[src/rtl/muldiv_unit_pkg.sv]
// -----------------------------------------------------------------------------
// muldiv_unit_pkg
// Shared definitions for the iterative multiply/divide unit:
//   - op_i encodings (bit 1 = divide, bit 0 = signed)
//   - FSM state encoding
// -----------------------------------------------------------------------------
package muldiv_unit_pkg;

  localparam logic [1:0] OP_MULTU = 2'b00;
  localparam logic [1:0] OP_MULT  = 2'b01;
  localparam logic [1:0] OP_DIVU  = 2'b10;
  localparam logic [1:0] OP_DIV   = 2'b11;

  typedef enum logic [1:0] {
    S_IDLE = 2'd0,
    S_RUN  = 2'd1,
    S_FIX  = 2'd2,
    S_DONE = 2'd3
  } state_e;

endpackage : muldiv_unit_pkg

[src/rtl/muldiv_sign_fix.sv]
// -----------------------------------------------------------------------------
// muldiv_sign_fix
// Combinational sign correction of the unsigned 2*WIDTH result produced by the
// shared accumulator.
//   op_i       : operation (encodings in muldiv_unit_pkg)
//   neg_res_i  : product / quotient must be negated
//   neg_rem_i  : remainder must be negated
//   res_i      : {hi, lo} magnitude result
//   res_o      : {hi, lo} signed-corrected result
// -----------------------------------------------------------------------------
module muldiv_sign_fix
  import muldiv_unit_pkg::*;
#(
  parameter int WIDTH = 32
) (
  input  logic [1:0]         op_i,
  input  logic               neg_res_i,
  input  logic               neg_rem_i,
  input  logic [2*WIDTH-1:0] res_i,
  output logic [2*WIDTH-1:0] res_o
);

  logic [WIDTH-1:0] hi, lo;

  assign hi = res_i[2*WIDTH-1:WIDTH];
  assign lo = res_i[WIDTH-1:0];

  // NOTE: every output of a combinational block gets a default first, so no
  // path through the case leaves it unassigned and a latch is never inferred.
  always_comb begin
    res_o = res_i;
    case (op_i)
      OP_MULTU, OP_DIVU: ;
      // Product is a single 2*WIDTH number, negated as a whole.
      OP_MULT: if (neg_res_i) res_o = -res_i;
      // Quotient and remainder carry independent signs. MIN / -1 wraps back to
      // MIN in the quotient with a zero remainder, which is the intended result.
      OP_DIV: begin
        res_o[WIDTH-1:0]       = neg_res_i ? -lo : lo;
        res_o[2*WIDTH-1:WIDTH] = neg_rem_i ? -hi : hi;
      end
    endcase
  end

endmodule : muldiv_sign_fix

[src/rtl/muldiv_unit.sv]
// -----------------------------------------------------------------------------
// muldiv_unit
// Iterative signed/unsigned multiply and divide on one shared 2*WIDTH
// shift/add accumulator. WIDTH steps per operation, then a sign-fix cycle.
//   clk, rst      : clock, synchronous active-high reset
//   start_i       : request, sampled in IDLE or DONE
//   op_i          : [1] divide, [0] signed
//   opa_i, opb_i  : multiplicand/dividend, multiplier/divisor
//   annul_i       : abort the operation in flight (wins over start_i)
//   busy_o        : high in RUN or FIX
//   ready_o       : one-cycle completion pulse (DONE)
//   hi_o, lo_o    : product high/low, or remainder/quotient
//   div_zero_o    : last completed divide had a zero divisor
// -----------------------------------------------------------------------------
module muldiv_unit
  import muldiv_unit_pkg::*;
#(
  parameter int WIDTH = 32
) (
  input  logic             clk,
  input  logic             rst,
  input  logic             start_i,
  input  logic [1:0]       op_i,
  input  logic [WIDTH-1:0] opa_i,
  input  logic [WIDTH-1:0] opb_i,
  input  logic             annul_i,
  output logic             busy_o,
  output logic             ready_o,
  output logic [WIDTH-1:0] hi_o,
  output logic [WIDTH-1:0] lo_o,
  output logic             div_zero_o
);

  localparam int CNT_W = $clog2(WIDTH) + 1;

  state_e             state_q;
  logic [1:0]         op_q;
  logic [WIDTH-1:0]   b_q;
  logic [2*WIDTH-1:0] acc_q, acc_d;
  logic [CNT_W-1:0]   cnt_q;
  logic               neg_res_q, neg_rem_q;
  logic [WIDTH-1:0]   hi_q, lo_q;
  logic               dz_q;

  logic [WIDTH-1:0]   a_mag, b_mag;
  logic [WIDTH:0]     mul_sum, rem_sh;
  logic [WIDTH-1:0]   rem_sub;
  logic               rem_ge;
  logic [2*WIDTH-1:0] fixed;

  // Signed ops work on magnitudes; the signs are restored in FIX.
  assign a_mag = (op_i[0] && opa_i[WIDTH-1]) ? -opa_i : opa_i;
  assign b_mag = (op_i[0] && opb_i[WIDTH-1]) ? -opb_i : opb_i;

  // One iteration of the shared datapath. Multiply: acc = {partial, multiplier}
  // shifted right each step. Divide: acc = {remainder, quotient} shifted left,
  // the quotient bit entering at the bottom.
  always_comb begin
    mul_sum = {1'b0, acc_q[2*WIDTH-1:WIDTH]} + (acc_q[0] ? {1'b0, b_q} : '0);
    rem_sh  = acc_q[2*WIDTH-1:WIDTH-1];
    rem_ge  = (rem_sh >= {1'b0, b_q});
    // Only used when rem_ge: the difference is then below b_q and fits WIDTH.
    rem_sub = rem_sh[WIDTH-1:0] - b_q;
    if (op_q[1]) begin
      acc_d = {(rem_ge ? rem_sub : rem_sh[WIDTH-1:0]), acc_q[WIDTH-2:0], rem_ge};
    end else begin
      acc_d = {mul_sum, acc_q[WIDTH-1:1]};
    end
  end

  muldiv_sign_fix #(.WIDTH(WIDTH)) u_sign_fix (
    .op_i      (op_q),
    .neg_res_i (neg_res_q),
    .neg_rem_i (neg_rem_q),
    .res_i     (acc_q),
    .res_o     (fixed)
  );

  // NOTE: sequential state is written only with non-blocking assignments so
  // every register samples pre-edge values regardless of statement order.
  always_ff @(posedge clk) begin
    if (rst) begin
      state_q   <= S_IDLE;
      op_q      <= '0;
      b_q       <= '0;
      acc_q     <= '0;
      cnt_q     <= '0;
      neg_res_q <= 1'b0;
      neg_rem_q <= 1'b0;
      hi_q      <= '0;
      lo_q      <= '0;
      dz_q      <= 1'b0;
    end else begin
      case (state_q)
        S_IDLE, S_DONE: begin
          state_q <= S_IDLE;
          if (start_i && !annul_i) begin
            op_q      <= op_i;
            b_q       <= b_mag;
            acc_q     <= {{WIDTH{1'b0}}, a_mag};
            cnt_q     <= '0;
            neg_res_q <= op_i[0] & (opa_i[WIDTH-1] ^ opb_i[WIDTH-1]);
            neg_rem_q <= op_i[0] & opa_i[WIDTH-1];
            if (op_i[1] && (opb_i == '0)) begin
              // Divide by zero completes immediately without iterating.
              hi_q    <= opa_i;
              lo_q    <= '1;
              dz_q    <= 1'b1;
              state_q <= S_DONE;
            end else begin
              state_q <= S_RUN;
            end
          end
        end
        S_RUN: begin
          if (annul_i) begin
            state_q <= S_IDLE;
          end else begin
            acc_q <= acc_d;
            cnt_q <= cnt_q + CNT_W'(1);
            if (cnt_q == CNT_W'(WIDTH - 1)) state_q <= S_FIX;
          end
        end
        S_FIX: begin
          if (annul_i) begin
            state_q <= S_IDLE;
          end else begin
            hi_q    <= fixed[2*WIDTH-1:WIDTH];
            lo_q    <= fixed[WIDTH-1:0];
            dz_q    <= 1'b0;
            state_q <= S_DONE;
          end
        end
      endcase
    end
  end

  assign busy_o     = (state_q == S_RUN) || (state_q == S_FIX);
  assign ready_o    = (state_q == S_DONE);
  assign hi_o       = hi_q;
  assign lo_o       = lo_q;
  assign div_zero_o = dz_q;

endmodule : muldiv_unit

[config.mk]
export PLATFORM = sky130hd
export DESIGN_NAME = muldiv_unit
export DESIGN_NICKNAME = d
export VERILOG_FILES = /design/src/rtl/muldiv_unit_pkg.sv /design/src/rtl/muldiv_sign_fix.sv /design/src/rtl/muldiv_unit.sv
export SDC_FILE = /design/constraint.sdc
export NUM_CORES = 1
export LEC_CHECK = 0
export ABC_AREA = 1
export CAP_MARGIN = 20
export CORE_MARGIN = 2
export CORE_UTILIZATION = 45
export CTS_BUF_LIST = sky130_fd_sc_hd__clkbuf_8
export DETAILED_ROUTE_END_ITERATION = 10
export GPL_ROUTABILITY_DRIVEN = 1
export GPL_TIMING_DRIVEN = 0
export PLACE_DENSITY_LB_ADDON = 0.3
export SLEW_MARGIN = 20
export SYNTH_ARGS = -nofsm -noshare
export SYNTH_HDL_FRONTEND = slang
export SYNTH_SLANG_ARGS = --single-unit
[constraint.sdc]
create_clock -name clk -period 6.3 [get_ports clk]
set_input_delay 0.63 -clock clk [delete_from_list [all_inputs] [get_ports clk]]
set_output_delay 0.63 -clock clk [all_outputs]
set_load 0.03 [all_outputs]
==> metrics.txt <==
final setup vio count=0; CP max stage cell=buf_1; final hold vios=0; vias in the first global route=18,800; FP Rows=71; DR DRC count=0; largest net degree at the start of global routing=19; fin crit period=3.31 ns; Worst Tran Pin Value=1.03 ns; Post-DRT Antenna Nets=0; TritonCTS clock tree=built; number of port buffers=135; WL per Instance=20.3 µm; wirelength, routed=76.8 mm; Yosys reg bits=173; most used flip-flop cell after synthesis=dfxtp_1; RD Place Congestion=1.00; Synth Area in XOR/XNOR=1.68%; post-synthesis simple-gate area fraction=42.2%; Yosys cell types=56; worst-skew pair later-pin latency=0.58 ns; cell area after synthesis=0.0172 mm²; first-pass GRT wire length=114 mm; Final nets=3,395; Slowest Stage Delay on Critical Path=0.36 ns; CP Class=reg -> reg; Mapped Nets=3,241; Hold WS=0.476 ns; Fillers=4,137; multi-input gate area in the final layout=0.0114 mm²; RSZ-0062 raised after global routing=no; DR pass1 iterations=7; clk slew on worst S/H paths=0.11 ns; final design area excluding fillers=0.0196 mm²; P&R area growth vs syn=14.0%; Hold Crit Depth=2; fin util=52.1%; htree depth=4; Ys Warns=0; via count=21,200; status=finished, final reports clean; DP Area=0.0192 mm²; most instantiated cells after synthesis=nand2_1 (855), inv_1 (460), nor2_1 (325); worst path cell trace=buf_2 > buf_1 > nand2_1 > inv_1 > ha_1 > inv_1 > fa_1 > inv_1 > nand2_1 > nand3b_1 > nand2_1 > nand2_1 > nand2_1 > nand3_1 > nand2_1 > nand2_1 > nand2_1 > inv_1 > nand2_1 > a21oi_1; Setup TNS Final=0 ns; data required time of the worst path=6.80 ns; Synth Area in Compound Gates=17.0%; Mapped Cells=3,097; Crit. End Element=register; Hold Crit Class=reg -> reg; CP max FO=10; area leader, netlist=dfxtp_1; Area contributors post-synth=dfxtp_1 (20%), nand2_1 (19%), inv_1 (10%); detailed placement HPWL=64.0 mm; Leakage=9.71 nW; fmax=0.302 GHz; Post-synth EDFFs=0; Slew headroom=31.5%; hold buffers post-CTS=0; CTS root buf=clkbuf_8; post-synthesis adder-cell area fraction=5.47%; number of clock sinks=173; Final Skew=0.0164 ns; largest family of logic cells by synthesized area=simple AND/OR/NAND/NOR gates; core area=0.0377 mm²; Worst Setup Slack, final=2.99 ns; Max-Cap Viols=0; Power per Cell Area=147 mW/mm²; FF/Latch Area=0.00346 mm²; Slew Viols, Final=0; # IOs=137; pre-CTS WS=3.01 ns; setup repair bufs after CTS=0; initial antenna violation count=3; CTS resizes=0; Tot GR Track Use=38.7%; initial DRC count=2,420; FFs w/ async S/R, synth=0%; post-synthesis mux area share=0%; reg-to-reg slack, setup=2.99 ns; Seq/Total Area, Yosys=20.1%; CTS Buf Count=17; initial core utilization=45.7%; CP startpoint kind=register; worst reg2reg path depth=20; share of layout cells above drive strength 1=4.96%; die span in x=200 µm; Critical Path AT=3.81 ns; routed vias/inst=5.61; Die Height=200 µm; Die Area=0.0398 mm²; CTS Buffer Depth=2; peak supply drop=178 µV; synthesized area per cell=5.56 µm²; crit-path most repeated cell=nand2_1; part of the cycle the worst path needs=52.5%; n_diodes=0; most frequent cell after synthesis=nand2_1; share of the synthesized area in the top cell type=20.1%; GRT overflow=0
==> flip-flops by register name, summed over array words and instances (netlist names) <==
| signal | cells |
|---|---|
| b_q | 32 |
| lo_o | 32 |
| hi_o | 32 |
| op_q | 2 |
| cnt_q | 6 |
| neg_rem_q | 1 |
| div_zero_o | 1 |
| state_q | 2 |
| acc_q | 64 |
| neg_res_q | 1 |
==> cells by family after synthesis <==
| kind of cell | count (synthesis) |
|---|---|
| adder cells (fa/ha/maj) | 74 |
| AND/OR/NAND/NOR | 1675 |
| flip-flops | 173 |
| AO/OA/AOI/OAI | 548 |
| buffers and inverters | 594 |
| XOR/XNOR | 33 |
==> layout by cell type, fill, tap and decap left out, types with 4 or more instances in the layout <==
cell             count
xor2_1              29
o21ai_0            237
o211ai_1             6
dfxtp_1            173
inv_8                5
nand4_1             49
ha_1                72
a21o_1               5
nor3_2               5
nor2_1             325
nor4_1               7
buf_4                4
clkbuf_8            18
a31oi_1             31
xnor2_1              4
nor3_1              36
inv_1              460
buf_2               24
nor2_4               8
a21oi_2              8
inv_2               17
buf_1               12
a21oi_1            229
o221ai_1             7
o21a_1               4
or2_2               11
buf_6                7
and2_1               7
o21ai_1              6
nand3_2              5
nand3b_1            18
clkbuf_1            67
nand2_2             14
nor2_2              16
nand2_1            855
clkdlybuf4s50_1    135
nand3_1            304
==> per-stage QoR <==
step                instances  total power, W
global placement         3743         0.00202
finish                   3775         0.00289
detailed placement       3743         0.00202
global route             3775         0.00301
floorplan                3097         0.00171
CTS                      3775         0.00286
==> area by class of cell <==
cell class / instances / area share, %
Inverter: 479 / 9.16
Clock inverter: 14 / 0.886
Sequential cell: 173 / 17.6
Buffer: 115 / 2.70
Tap cell: 511 / 3.26
Clock buffer: 18 / 1.26
Timing Repair Buffer: 135 / 6.88
Multi-Input combinational cell: 2330 / 58.2
==> report_power, final <==
part	switching (W)	total, W	internal (W)
Combinational	0.000580	0.000829	0.000249
Sequential	0.0000725	0.00120	0.00113
Clock	0.000514	0.000859	0.000345
Total	0.00117	0.00289	0.00172
==> worst max-delay path: cells and delay by family, from the launching register on <==
family | cells | cell delay, ns
adder cells (fa/ha/maj) | 2 | 0.63
AO/OA/AOI/OAI | 1 | 0.12
flip-flops | 1 | 0.32
AND/OR/NAND/NOR | 11 | 1.14
buffers and inverters | 6 | 1.03
==> routing by layer <==
| layer | track usage [%] | vias up | wire length [µm] |
|---|---|---|---|
| li1 | - | 10300 | - |
| met1 | 56.4 | 9637 | 34800 |
| met2 | 54.8 | 1105 | 30300 |
| met3 | 9.06 | 127 | 9170 |
| met4 | 14.0 | 2 | 2520 |
| met5 | 0 | - | 13 |
==> worst paths after layout <==
path / from / end
min: lo_o[7]$_SDFFE_PP0P_ / lo_o[7]$_SDFFE_PP0P_
max: acc_q[0]$_SDFFE_PP0P_ / acc_q[63]$_SDFFE_PP0P_
max reg2reg: acc_q[0]$_SDFFE_PP0P_ / acc_q[63]$_SDFFE_PP0P_
min reg2reg: lo_o[7]$_SDFFE_PP0P_ / lo_o[7]$_SDFFE_PP0P_
No activity file was read; power rests on OpenSTA's default activity.
